`src/rtl/semi_proc_pkg.sv`:
```
// semi_proc_pkg -- shared constants for the semi_proc controller.
//   Opcode values of the 16-bit instruction word, ALU operation select
//   codes, FSM state encodings (also shown on the debug state port) and
//   the instruction classes the decoder reports to the FSM.
package semi_proc_pkg;

   localparam logic [3:0] OP_NOP  = 4'h0;
   localparam logic [3:0] OP_ADD  = 4'h1;
   localparam logic [3:0] OP_SUB  = 4'h2;
   localparam logic [3:0] OP_AND  = 4'h3;
   localparam logic [3:0] OP_OR   = 4'h4;
   localparam logic [3:0] OP_XOR  = 4'h5;
   localparam logic [3:0] OP_LDI  = 4'h6;
   localparam logic [3:0] OP_BEQZ = 4'h7;
   localparam logic [3:0] OP_JMP  = 4'h8;
   localparam logic [3:0] OP_HALT = 4'hF;

   typedef enum logic [2:0] {
      ALU_NOP    = 3'd0,
      ALU_ADD    = 3'd1,
      ALU_SUB    = 3'd2,
      ALU_AND    = 3'd3,
      ALU_OR     = 3'd4,
      ALU_XOR    = 3'd5,
      ALU_PASS_A = 3'd6,
      ALU_PASS_B = 3'd7
   } alu_op_t;

   typedef enum logic [2:0] {
      S_IDLE   = 3'd0,
      S_FETCH  = 3'd1,
      S_DECODE = 3'd2,
      S_EXEC   = 3'd3,
      S_WB     = 3'd4,
      S_HALT   = 3'd5
   } state_t;

   // What the FSM has to do with an instruction once it sits in IR.
   typedef enum logic [2:0] {
      CLS_NOP     = 3'd0,
      CLS_WRITE   = 3'd1,
      CLS_BEQZ    = 3'd2,
      CLS_JMP     = 3'd3,
      CLS_HALT    = 3'd4,
      CLS_ILLEGAL = 3'd5
   } cls_t;

endpackage

```
`src/rtl/semi_proc_decode.sv`:
```
// semi_proc_decode -- combinational decode of the instruction register.
//   word    : instruction register contents
//   alu_op  : ALU operation select (alu_op_t encoding)
//   imm_sel : 1 = ALU B operand is the immediate
//   imm     : immediate field word[7:0]
//   ra, rb  : register-file read addresses
//   rd      : register-file write address
//   cls     : instruction class (cls_t encoding) for the FSM
module semi_proc_decode
   import semi_proc_pkg::*;
(
   input  logic [15:0] word,
   output logic [2:0]  alu_op,
   output logic        imm_sel,
   output logic [7:0]  imm,
   output logic [2:0]  ra,
   output logic [2:0]  rb,
   output logic [2:0]  rd,
   output logic [2:0]  cls
);

   assign rd  = word[11:9];
   assign ra  = word[8:6];
   assign rb  = word[5:3];
   assign imm = word[7:0];

   always_comb begin
      // NOTE: every output gets a default before the case so no path leaves one unassigned (no latch).
      alu_op  = ALU_NOP;
      imm_sel = 1'b0;
      cls     = CLS_ILLEGAL;
      case (word[15:12])
         OP_NOP:  cls = CLS_NOP;
         OP_ADD:  begin alu_op = ALU_ADD; cls = CLS_WRITE; end
         OP_SUB:  begin alu_op = ALU_SUB; cls = CLS_WRITE; end
         OP_AND:  begin alu_op = ALU_AND; cls = CLS_WRITE; end
         OP_OR:   begin alu_op = ALU_OR;  cls = CLS_WRITE; end
         OP_XOR:  begin alu_op = ALU_XOR; cls = CLS_WRITE; end
         OP_LDI:  begin alu_op = ALU_PASS_B; imm_sel = 1'b1; cls = CLS_WRITE; end
         // BEQZ tests ra through the ALU zero flag.
         OP_BEQZ: begin alu_op = ALU_PASS_A; cls = CLS_BEQZ; end
         OP_JMP:  cls = CLS_JMP;
         OP_HALT: cls = CLS_HALT;
         default: cls = CLS_ILLEGAL;
      endcase
   end

endmodule

```
`src/rtl/semi_proc_ctrl.sv`:
```
// semi_proc_ctrl -- multi-cycle controller for a tiny 16-bit processor.
//   clk, rst_n   : clock, synchronous active-low reset
//   start        : run request, honoured only in IDLE and HALT
//   instr        : program-memory data for address pc (one-cycle latency)
//   alu_zero     : ALU result==0, combinational from alu_op and operands
//   pc           : program counter
//   alu_op, imm, imm_sel, rf_raddr_a, rf_raddr_b : datapath controls from IR
//   rf_we, rf_waddr : register-file write strobe / address (WB only)
//   busy, halted, illegal, state : status and debug
// Flow: FETCH -> DECODE -> EXEC [-> WB] -> FETCH. Operand controls come
// straight from IR, so they hold from EXEC through WB without extra state.
module semi_proc_ctrl
   import semi_proc_pkg::*;
#(
   parameter int PC_W = 6
) (
   input  logic            clk,
   input  logic            rst_n,
   input  logic            start,
   input  logic [15:0]     instr,
   input  logic            alu_zero,
   output logic [PC_W-1:0] pc,
   output logic [2:0]      alu_op,
   output logic [2:0]      rf_raddr_a,
   output logic [2:0]      rf_raddr_b,
   output logic            rf_we,
   output logic [2:0]      rf_waddr,
   output logic [7:0]      imm,
   output logic            imm_sel,
   output logic            busy,
   output logic            halted,
   output logic            illegal,
   output logic [2:0]      state
);

   state_t          cur;
   logic [15:0]     ir;
   logic [2:0]      rd;
   logic [2:0]      cls;
   logic [PC_W-1:0] pc_inc;
   logic [PC_W-1:0] target;

   semi_proc_decode u_decode (
      .word    (ir),
      .alu_op  (alu_op),
      .imm_sel (imm_sel),
      .imm     (imm),
      .ra      (rf_raddr_a),
      .rb      (rf_raddr_b),
      .rd      (rd),
      .cls     (cls)
   );

   // Natural PC_W-bit wrap gives 63 -> 0 with no flag.
   assign pc_inc = pc + PC_W'(1);
   // Branch/jump targets are the low PC_W bits of the immediate.
   assign target = PC_W'(imm);
   assign state  = cur;

   always_ff @(posedge clk) begin
      if (!rst_n) begin
         cur      <= S_IDLE;
         pc       <= '0;
         ir       <= '0;
         rf_we    <= 1'b0;
         rf_waddr <= '0;
         busy     <= 1'b0;
         halted   <= 1'b0;
         illegal  <= 1'b0;
      end else begin
         // NOTE: sequential state uses non-blocking assignments; this default makes rf_we a one-cycle pulse.
         rf_we <= 1'b0;
         case (cur)
            S_IDLE, S_HALT: begin
               if (start) begin
                  cur     <= S_FETCH;
                  pc      <= '0;
                  busy    <= 1'b1;
                  halted  <= 1'b0;
                  illegal <= 1'b0;
               end
            end
            S_FETCH: cur <= S_DECODE;
            S_DECODE: begin
               // HALT leaves IR untouched so the datapath controls stay frozen.
               if (instr[15:12] == OP_HALT) begin
                  cur    <= S_HALT;
                  busy   <= 1'b0;
                  halted <= 1'b1;
               end else begin
                  ir  <= instr;
                  cur <= S_EXEC;
               end
            end
            S_EXEC: begin
               case (cls)
                  CLS_WRITE: begin
                     cur      <= S_WB;
                     rf_we    <= 1'b1;
                     rf_waddr <= rd;
                  end
                  CLS_BEQZ: begin
                     cur <= S_FETCH;
                     pc  <= alu_zero ? target : pc_inc;
                  end
                  CLS_JMP: begin
                     cur <= S_FETCH;
                     pc  <= target;
                  end
                  default: begin
                     // NOP and illegal opcodes both just advance.
                     cur <= S_FETCH;
                     pc  <= pc_inc;
                     if (cls == CLS_ILLEGAL) illegal <= 1'b1;
                  end
               endcase
            end
            S_WB: begin
               cur <= S_FETCH;
               pc  <= pc_inc;
            end
            default: begin
               cur    <= S_IDLE;
               busy   <= 1'b0;
               halted <= 1'b0;
            end
         endcase
      end
   end

endmodule

```
`config.mk`:
```
export PLATFORM = sky130hd
export DESIGN_NAME = semi_proc_ctrl
export DESIGN_NICKNAME = d
export VERILOG_FILES = /design/src/rtl/semi_proc_pkg.sv /design/src/rtl/semi_proc_decode.sv /design/src/rtl/semi_proc_ctrl.sv
export SDC_FILE = /design/constraint.sdc
export NUM_CORES = 1
export LEC_CHECK = 0
export BUFFER_PORTS_ARGS = -buffer_cell sky130_fd_sc_hd__buf_2
export CORE_ASPECT_RATIO = 1.75
export CORE_MARGIN = 2
export CORE_UTILIZATION = 54
export CTS_CLUSTER_DIAMETER = 100
export DETAILED_ROUTE_END_ITERATION = 10
export GPL_TIMING_DRIVEN = 0
export PLACE_DENSITY_LB_ADDON = 0.08
export RECOVER_POWER = 25
export SYNTH_ARGS = -nofsm -noshare
export SYNTH_HDL_FRONTEND = slang
export SYNTH_SLANG_ARGS = --single-unit
```
`constraint.sdc`:
```
create_clock -name clk -period 3 [get_ports clk]
set_input_delay 0.3 -clock clk [delete_from_list [all_inputs] [get_ports clk]]
set_output_delay 0.3 -clock clk [all_outputs]
set_load 0.1 [all_outputs]
```
==> metrics.cfg, run 1 <==
[outcome]
status = completed

[die]
rows = 27
die_w_um = 46.6
fp.dieH_um = 78.5
core_area_um2 = 3070
top_level_ports = 54
initial_core_util_pct = 55.8
die-area_um2 = 3660

[route]
ant_nets = 0
vias = 1684
via_per_inst = 5.41
wl_um = 4200
drc = 0
wire_per_inst_um = 13.5
drtIter0Drc = 63
first_pass_iters = 5

[setup_path]
r2r_cells = 7
critical_path.top_delay_family = buffers and inverters
critPathKind = reg -> out
cp-start-kind = flip-flop
path_buf_inv = 2
slowest_stage = clkbuf_1
required_ns = 2.70
crit_chain = buf_4 > clkbuf_1
worstPathMaxFanout = 2
crit_arrival_ns = 1.56
end_kind = output pin
crit_path_max_incr_delay_ns = 0.85
path_depth = 2

[pwr]
ir_drop_v = 0.000525
p_sw_share_pct = 40.9
p_comb_share_pct = 36.2
p_switching_mw = 0.576
share_seq_of_total_power_pct = 34.9
clkPwrFrac_pct = 28.9
powerDensity_nw_per_um2 = 665
p_leak_nw = 0.929
intPower_mw = 0.834

[sta]
rsz0062_at_grt = false
max-slew-margin-rel_pct = 21.8
setup_viol = 0
fin_tns_setup_ns = 0
holdWs_ns = 0.252
worstMarginPinSlew_ns = 1.18
hold_viol_final = 0
drv_slew = 0
fmax_ghz = 0.537
finalCritPeriodShare_pct = 62.1
period_needed_ns = 1.86
fin_skew_ns = 0.00902

[synth]
synth.cell_area_um2 = 1710
syn_nets = 228
yosysWarnings = 0
synth_edf_count = 0
async_flop_share_pct = 0
synth_top_area_share_pct = 37.4
synth_most_common_cell = nand2_1
seq_area_frac_synth_pct = 37.4
ys_ff_latch = 32
synth_cells = 207
synth_commonest_cells = nand2_1, dfxtp_1, a21oi_1, nor2_1, buf_4
synth_area_leaders = dfxtp_1, a21oi_1, nand2_1, buf_4, nor2_1
ys_types = 47
ys.flop_type = dfxtp_1
synth_top_area_cell = dfxtp_1
syn_avg_cell_area_um2 = 8.28

[clocking]
root_buffer = clkbuf_8
cts_resized = 0
clk_latency_ns = 0.29
cts_sinks = 32
hold_buffers = 0
path_clk_slew_ns = 0.06
cts_tree = built
cts_setup_buffers = 0
ctsHtreeMaxLevel = 2
clk_path_buf_depth = 2
cts_inserted_buffers = 5

[layout]
nets = 288
fin_area_um2 = 2120
layout-drive-gt1-share_pct = 30.6
diodes = 0
area_growth_pct = 23.6

[grt]
grt_pass1_vias = 1589
grt_max_degree = 11
gr-usage-all-layers_pct = 25.0
overflow = 0
antenna_found_initial = 0
grt_pass1_wl_um = 6760

[placed_design]
hpwlAfterDp_um = 3050
place_congestion = 0.889
placed_area_um2 = 2030
io_buffers = 53

[hold_path]
whs_path_depth = 3
hold_path.class = in -> reg

[run]
maxCapViolCount = 0

==> final timing paths <==
kind	startpoint	to	slack, ns
hold reg to reg	ir[11]$_SDFFE_PN0P_	ir[11]$_SDFFE_PN0P_	0.46
setup reg to reg	ir[12]$_SDFFE_PN0P_	pc[5]$_SDFFE_PN0P_	1.18
hold / removal	instr[8]	ir[8]$_SDFFE_PN0P_	0.25
setup / recovery	ir[8]$_SDFFE_PN0P_	rf_raddr_a[2]	1.14
==> cell type report <==
type	count	area, µm²
fill	290	955
tap	43	53.8
clock buffer	6	72.6
inverter	3	11.3
buffer	26	169
multi-input combinational	146	887
clock inverter	2	35.0
sequential	32	641
timing repair buffer	53	250
==> sequential cells by signal, summed over array words and instances (netlist names) <==
| name | flops |
|---|---|
| ir | 16 |
| pc | 6 |
| rf_waddr | 3 |
| state | 3 |
| busy | 1 |
| halted | 1 |
| illegal | 1 |
| rf_we | 1 |
==> logic make-up (layout without fill, tap and decap cells) <==
| logic type | Yosys count | after routing | share of synthesized area [%] |
|---|---|---|---|
| fa+ha+maj | 1 | 1 | 0.730 |
| mux | 8 | 8 | 5.62 |
| flops | 32 | 32 | 37.4 |
| simple gates | 78 | 78 | 22.5 |
| xor+xnor | 1 | 1 | 0.511 |
| compound gates | 58 | 58 | 22.7 |
| buf+inv | 29 | 90 | 10.6 |
==> worst min-delay path, stage by stage <==
cell and delay (ns):
buf_2 0.09, nand2_1 0.04, a21oi_1 0.05
==> metal layers <==
layer	GRT usage, %	part of all wire (%)
met5	0	0
met4	12.9	3.9
met3	5.52	5.2
met2	43.1	53
met1	26.5	38
==> through the flow <==
stage | setup WS, ns | cells | utilization [%] | total power, mW
floorplan | 0.350 | 207 | - | 0.926
global placement | 1.32 | 303 | 66.1 | 1.01
detailed placement | 1.30 | 303 | 66.1 | 1.01
CTS | 1.16 | 311 | 69.6 | 1.42
global route | 1.06 | 311 | 68.9 | 1.47
finish | 1.14 | 311 | 68.9 | 1.41
==> layout by cell type (no fill, tap or decap), types with 2 or more instances in the layout <==
cell,n
buf_2,44
nand2_1,33
dfxtp_1,32
a21oi_1,26
clkbuf_1,20
nor2_1,17
buf_4,14
nor3_1,5
a22oi_1,5
o22ai_1,5
clkbuf_8,5
o221a_2,4
o21ai_0,4
mux2i_1,4
nand2b_1,3
inv_1,3
mux2_4,3
nand3_1,3
nor2b_1,3
buf_6,2
nor2_2,2
and2_1,2
a2bb2oi_1,2
a32oi_1,2
==> power groups by stage <==
stage / logic [mW] / clock network, mW / registers (mW)
2_1_floorplan: 0.348 / 0 / 0.578
3_3_place_gp: 0.510 / 0 / 0.501
3_5_place_dp: 0.512 / 0 / 0.502
4_1_cts: 0.515 / 0.416 / 0.492
5_1_grt: 0.542 / 0.436 / 0.496
6_report: 0.511 / 0.408 / 0.492
(Power assumes the default switching activity.)
==> run 2: changes to the inputs <==
--- a/config.mk
+++ b/config.mk
@@ -8,7 +8,7 @@
 export BUFFER_PORTS_ARGS = -buffer_cell sky130_fd_sc_hd__buf_2
 export CORE_ASPECT_RATIO = 1.75
 export CORE_MARGIN = 2
-export CORE_UTILIZATION = 54
+export CORE_UTILIZATION = 45
 export CTS_CLUSTER_DIAMETER = 100
 export DETAILED_ROUTE_END_ITERATION = 10
 export GPL_TIMING_DRIVEN = 0
==> constraint.sdc (replaced) <==
create_clock -name clk -period 1.6 [get_ports clk]
set_input_delay 0.16 -clock clk [delete_from_list [all_inputs] [get_ports clk]]
set_output_delay 0.16 -clock clk [all_outputs]
set_load 0.1 [all_outputs]
==> run 2 against run 1 <==
- sequential share of layout area is 0.32 points lower
- die area is 19% higher
- flip-flop and latch count unchanged
- core utilization decreased by 7.9 points
- register-to-register slack worse by 1.2 ns
- final area rose by 4.4%
- first-iteration DRC count down 51%
- clock power is 46% higher
- via count is 2.4% lower
- count of clock-buffer cells in the layout increased by 1
- setup slack worse by 1.1 ns
- critical path type is now reg -> reg
==> metrics.cfg, run 2 (synthesis results as in run 1) <==
[outcome]
status = completed

[clocking]
cts_sinks = 32
cts_tree = built
root_buffer = clkbuf_8
clk_path_buf_depth = 2
ctsHtreeMaxLevel = 2
cts_inserted_buffers = 5
clk_latency_ns = 0.29
path_clk_slew_ns = 0.06
hold_buffers = 0

[pwr]
p_comb_share_pct = 38.8
powerDensity_nw_per_um2 = 1140
p_switching_mw = 1.09
clkPwrFrac_pct = 23.5
intPower_mw = 1.44
ir_drop_v = 0.000908
p_leak_nw = 0.990
share_seq_of_total_power_pct = 37.7
p_sw_share_pct = 43.0

[layout]
largest_reg_flops = 16
final_common_cell = buf_2
utilization_pct = 61.0
layout-drive-gt1-share_pct = 42.4
nets = 289
regMostFlops = ir
diodes = 0
biggestRegsByFlops = ir (16), pc (6)
area_growth_pct = 29.1
final_cell_mix = buf_2, nand2_1, a21oi_1

[die]
core_area_um2 = 3630
rows = 29
fp.dieH_um = 85.6
die_w_um = 50.7
initial_core_util_pct = 47.2
die-area_um2 = 4340
top_level_ports = 54

[grt]
grt_max_degree = 11
grt_pass1_wl_um = 6850
antenna_found_initial = 0
gr-usage-all-layers_pct = 20.6
overflow = 0
grt_pass1_vias = 1493

[sta]
fmax_ghz = 0.636
worstMarginPinSlew_ns = 0.532
holdWs_ns = 0.111
finalCritPeriodShare_pct = 98.3
max-slew-margin-rel_pct = 64.5
fin_skew_ns = 0.00986
fin_tns_setup_ns = 0
hold_viol_final = 0
setup_viol = 0
drv_slew = 0
rsz0062_at_grt = true
period_needed_ns = 1.57

[setup_path]
critical_path.top_delay_family = flip-flops
crit_chain = nor4b_4 > a41o_1 > buf_6 > mux2_4 > a22oi_2 > o22ai_1
crit_path_max_incr_delay_ns = 0.38
critPathKind = reg -> reg
worstPathMaxFanout = 7
end_kind = flip-flop
slowest_stage = dfxtp_4
path_buf_inv = 1
required_ns = 1.76
cp-start-kind = flip-flop
crit_arrival_ns = 1.74

[hold_path]
hold_path.class = in -> reg

[placed_design]
hpwlAfterDp_um = 3130
place_congestion = 0.819
io_buffers = 53

[route]
via_per_inst = 5.22
first_pass_iters = 4
drc = 0
wire_per_inst_um = 13.4
drtIter0Drc = 31
wl_um = 4210
vias = 1643
ant_nets = 0

[run]
maxCapViolCount = 0

run 2: power groups by stage:
stage / Sequential [mW] / Clock, mW / Combinational [mW]
after CTS: 0.956 / 0.619 / 0.955
after floorplan: 1.09 / 0 / 0.658
final: 0.954 / 0.595 / 0.981
after global placement: 0.947 / 0 / 0.968
after global routing: 0.963 / 0.659 / 1.04
after detailed placement: 0.949 / 0 / 0.969
run 2: through the flow:
step | area (µm²) | worst slack, ns | power (mW) | std cells
2_1_floorplan | 1740 | -0.389 | 1.75 | 207
3_3_place_gp | 2060 | -0.135 | 1.91 | 306
3_5_place_dp | 2060 | -0.162 | 1.92 | 306
4_1_cts | 2160 | -0.00608 | 2.53 | 313
5_1_grt | 2210 | -0.0388 | 2.66 | 315
6_report | 2210 | 0.0271 | 2.53 | 315
run 2: routing by layer:
metal / wire length, µm / global-route usage [%] / vias up
met5: 0 / 0 / -
met4: 104 / 10.6 / 0
met3: 171 / 4.01 / 7
met2: 2280 / 37.6 / 39
met1: 1650 / 21.9 / 755
li1: - / - / 842
run 2: path summary, 6_finish.rpt:
check                      start                   to  slack [ns]  cells after the start
max          ir[12]$_SDFFE_PN0P_   pc[4]$_SDFFE_PN0P_        0.03                      6
max reg2reg  ir[12]$_SDFFE_PN0P_   pc[4]$_SDFFE_PN0P_        0.03                      6
min                     instr[7]   ir[7]$_SDFFE_PN0P_        0.11                      3
min reg2reg  ir[11]$_SDFFE_PN0P_  ir[11]$_SDFFE_PN0P_        0.45                      2
run 2: what timing repair did:
action                                  CTS  global route
setup buffers                             1             3
pin swaps                                 3             4
cloned                                    0             0
endpoints found under the setup margin   21            15
resized for setup                        10             9
run 2: final cells by class:
class                      count  area, µm²
buffer                        23        155
multi-input combinational    146        946
tap                           46       57.6
fill                         373       1420
timing repair buffer          57        300
sequential                    32        662
inverter                       3       11.3
clock buffer                   7       76.3
clock inverter                 1       5.00
run 2: worst register-to-register path, delay by kind of cell, from the launching register on:
| family | cells | cell delay, ns |
|---|---|---|
| AOI/OAI and AO/OA | 3 | 0.36 |
| and+or+nand+nor | 1 | 0.27 |
| muxes | 1 | 0.31 |
| buffers and inverters | 1 | 0.14 |
| DFF | 1 | 0.38 |
==> run 3: changes to the inputs <==
--- a/config.mk
+++ b/config.mk
@@ -5,12 +5,12 @@
 export SDC_FILE = /design/constraint.sdc
 export NUM_CORES = 1
 export LEC_CHECK = 0
-export BUFFER_PORTS_ARGS = -buffer_cell sky130_fd_sc_hd__buf_2
 export CORE_ASPECT_RATIO = 1.75
 export CORE_MARGIN = 2
 export CORE_UTILIZATION = 45
 export CTS_CLUSTER_DIAMETER = 100
 export DETAILED_ROUTE_END_ITERATION = 10
+export DONT_BUFFER_PORTS = 1
 export GPL_TIMING_DRIVEN = 0
 export PLACE_DENSITY_LB_ADDON = 0.08
 export RECOVER_POWER = 25
==> run 3 against run 2 <==
- the run now ends with setup timing left
- die area did not move
- final area fell by 5.8%
- combinational power fell by 12%
- setup slack got worse by 0.47 ns
- sequential share of layout area rose by 1.7 points
==> metrics.cfg, run 3 (synthesis results as in run 1) <==
[sta]
worstMarginPinSlew_ns = 1.08
hold_viol_final = 0
layout_setup_ws_ns = -0.448
rsz0062_at_grt = true
fin_tns_setup_ns = -4.42
setup_viol = 31
period_needed_ns = 2.05
finalCritPeriodShare_pct = 128
fmax_ghz = 0.488
fin_skew_ns = 0.00332
drv_slew = 0
max-slew-margin-rel_pct = 27.6

[clocking]
cts_inserted_buffers = 5
path_clk_slew_ns = 0.07
clk_path_buf_depth = 2
cts_tree = built
hold_buffers = 0
root_buffer = clkbuf_8
cts_sinks = 32
clk_latency_ns = 0.28
ctsHtreeMaxLevel = 2

[layout]
nets = 243
area_growth_pct = 21.6
fin_cells = 268
fillers = 348
utilization_pct = 57.4
biggestRegsByFlops = ir (16), pc (6)
final_common_cell = nand2_1
largest_reg_flops = 16
layout-drive-gt1-share_pct = 37.4
diodes = 0
final_cell_mix = nand2_1, dfxtp_1, a21oi_1
regMostFlops = ir

[die]
core_area_um2 = 3630
die_w_um = 50.7
initial_core_util_pct = 47.2
top_level_ports = 54
fp.dieH_um = 85.6
rows = 29
die-area_um2 = 4340

[grt]
gr-usage-all-layers_pct = 22.2
grt_max_degree = 11
antenna_found_initial = 0
overflow = 0
grt_pass1_wl_um = 7180
grt_pass1_vias = 1560

[placed_design]
hpwlAfterDp_um = 3210
io_buffers = 0
post-place-ws_ns = -0.526
place_congestion = 0.818
dp.cells = 253

[setup_path]
reg2reg_from = ir[14]$_SDFFE_PN0P_
crit_arrival_ns = 2.21
crit_path_max_incr_delay_ns = 0.58
critPathKind = reg -> reg
cp-start-kind = flip-flop
r2r_cells = 6
slowest_stage = nor2b_4
reg2reg_to = pc[3]$_SDFFE_PN0P_
crit_chain = nor2b_4 > a41o_1 > buf_6 > mux2_4 > a22oi_2 > o22ai_1
critical_path.top_delay_family = simple AND/OR/NAND/NOR gates
r2r_slack_ns = -0.45
path_buf_inv = 1
cp-startpoint = ir[14]$_SDFFE_PN0P_
worstPathMaxFanout = 6
required_ns = 1.77
end_kind = flip-flop

[pwr]
p_leak_nw = 0.797
powerDensity_nw_per_um2 = 1230
power.total_mw = 2.56
ir_drop_v = 0.000709

[hold_path]
hold_path.class = in -> reg
hp-start = instr[9]
hold_end = ir[9]$_SDFFE_PN0P_
whs_path_depth = 2

[route]
wl_um = 4500
vias = 1519
first_pass_iters = 4
via_per_inst = 5.67
ant_nets = 0
wire_per_inst_um = 16.8
drtIter0Drc = 25
drc = 0

[outcome]
status = finished, violations left
violations = setup timing

[run]
maxCapViolCount = 0

[run 3: cell count changes in the layout (fill, tap and decap cells not counted), sizes merged]
cell    change
buf        -52
clkbuf      +5
[run 3: layout make-up]
| class | count | area [µm²] | area share, % |
|---|---|---|---|
| timing repair buffer | 10 | 86.3 | 4.14 |
| clock buffer | 6 | 72.6 | 3.48 |
| tap | 46 | 57.6 | 2.76 |
| multi-input combinational | 146 | 1050 | 50.2 |
| buffer | 24 | 146 | 7.02 |
| inverter | 3 | 11.3 | 0.540 |
| clock inverter | 1 | 5.00 | 0.240 |
| sequential | 32 | 658 | 31.6 |
[run 3: metal layers]
metal,track usage (%),up-vias,routed length [µm]
met3,5.75,9,246
li1,-,747,-
met4,10.6,0,84
met5,0,-,0
met1,21.0,721,1610
met2,42.5,42,2560
[run 3: worst reg2reg max path, cell delays in order, from the launching register on]
cell     delay (ns)
dfxtp_2        0.35
nor2b_4        0.58
a41o_1         0.30
buf_6          0.15
mux2_4         0.31
a22oi_2        0.15
o22ai_1        0.09
[run 3: worst max-delay path by stage]
stage                          to  slack [ns]  cells past startpoint
3_5_place_dp   pc[4]$_SDFFE_PN0P_       -0.53                      7
6_report       pc[3]$_SDFFE_PN0P_       -0.45                      6
3_3_place_gp   pc[4]$_SDFFE_PN0P_       -0.48                      7
2_1_floorplan  pc[3]$_SDFFE_PN0P_       -0.39                      7
4_1_cts                   imm_sel       -0.51                      4
5_1_grt        pc[3]$_SDFFE_PN0P_       -0.51                      6
[run 3: per-stage QoR]
step                      cell area [µm²]  hold WS [ns]
after floorplan                      1740         0.296
final                                2080       0.00817
after CTS                            2080       0.00194
after detailed placement             1800         0.305
after global routing                 2080       0.00582
after global placement               1800         0.299
[run 3: power breakdown]
part           switching (mW)  leakage, nW  internal, mW
logic                   0.582        0.492         0.280
clock network           0.300       0.0410         0.296
registers               0.241        0.265         0.863
total                    1.12        0.797          1.44
[run 3: repair_timing]
action | CTS | global route
pin swaps | 16 | 11
buffers inserted | 8 | 5
setup endpoints to repair | 31 | 31
resized for setup | 36 | 10
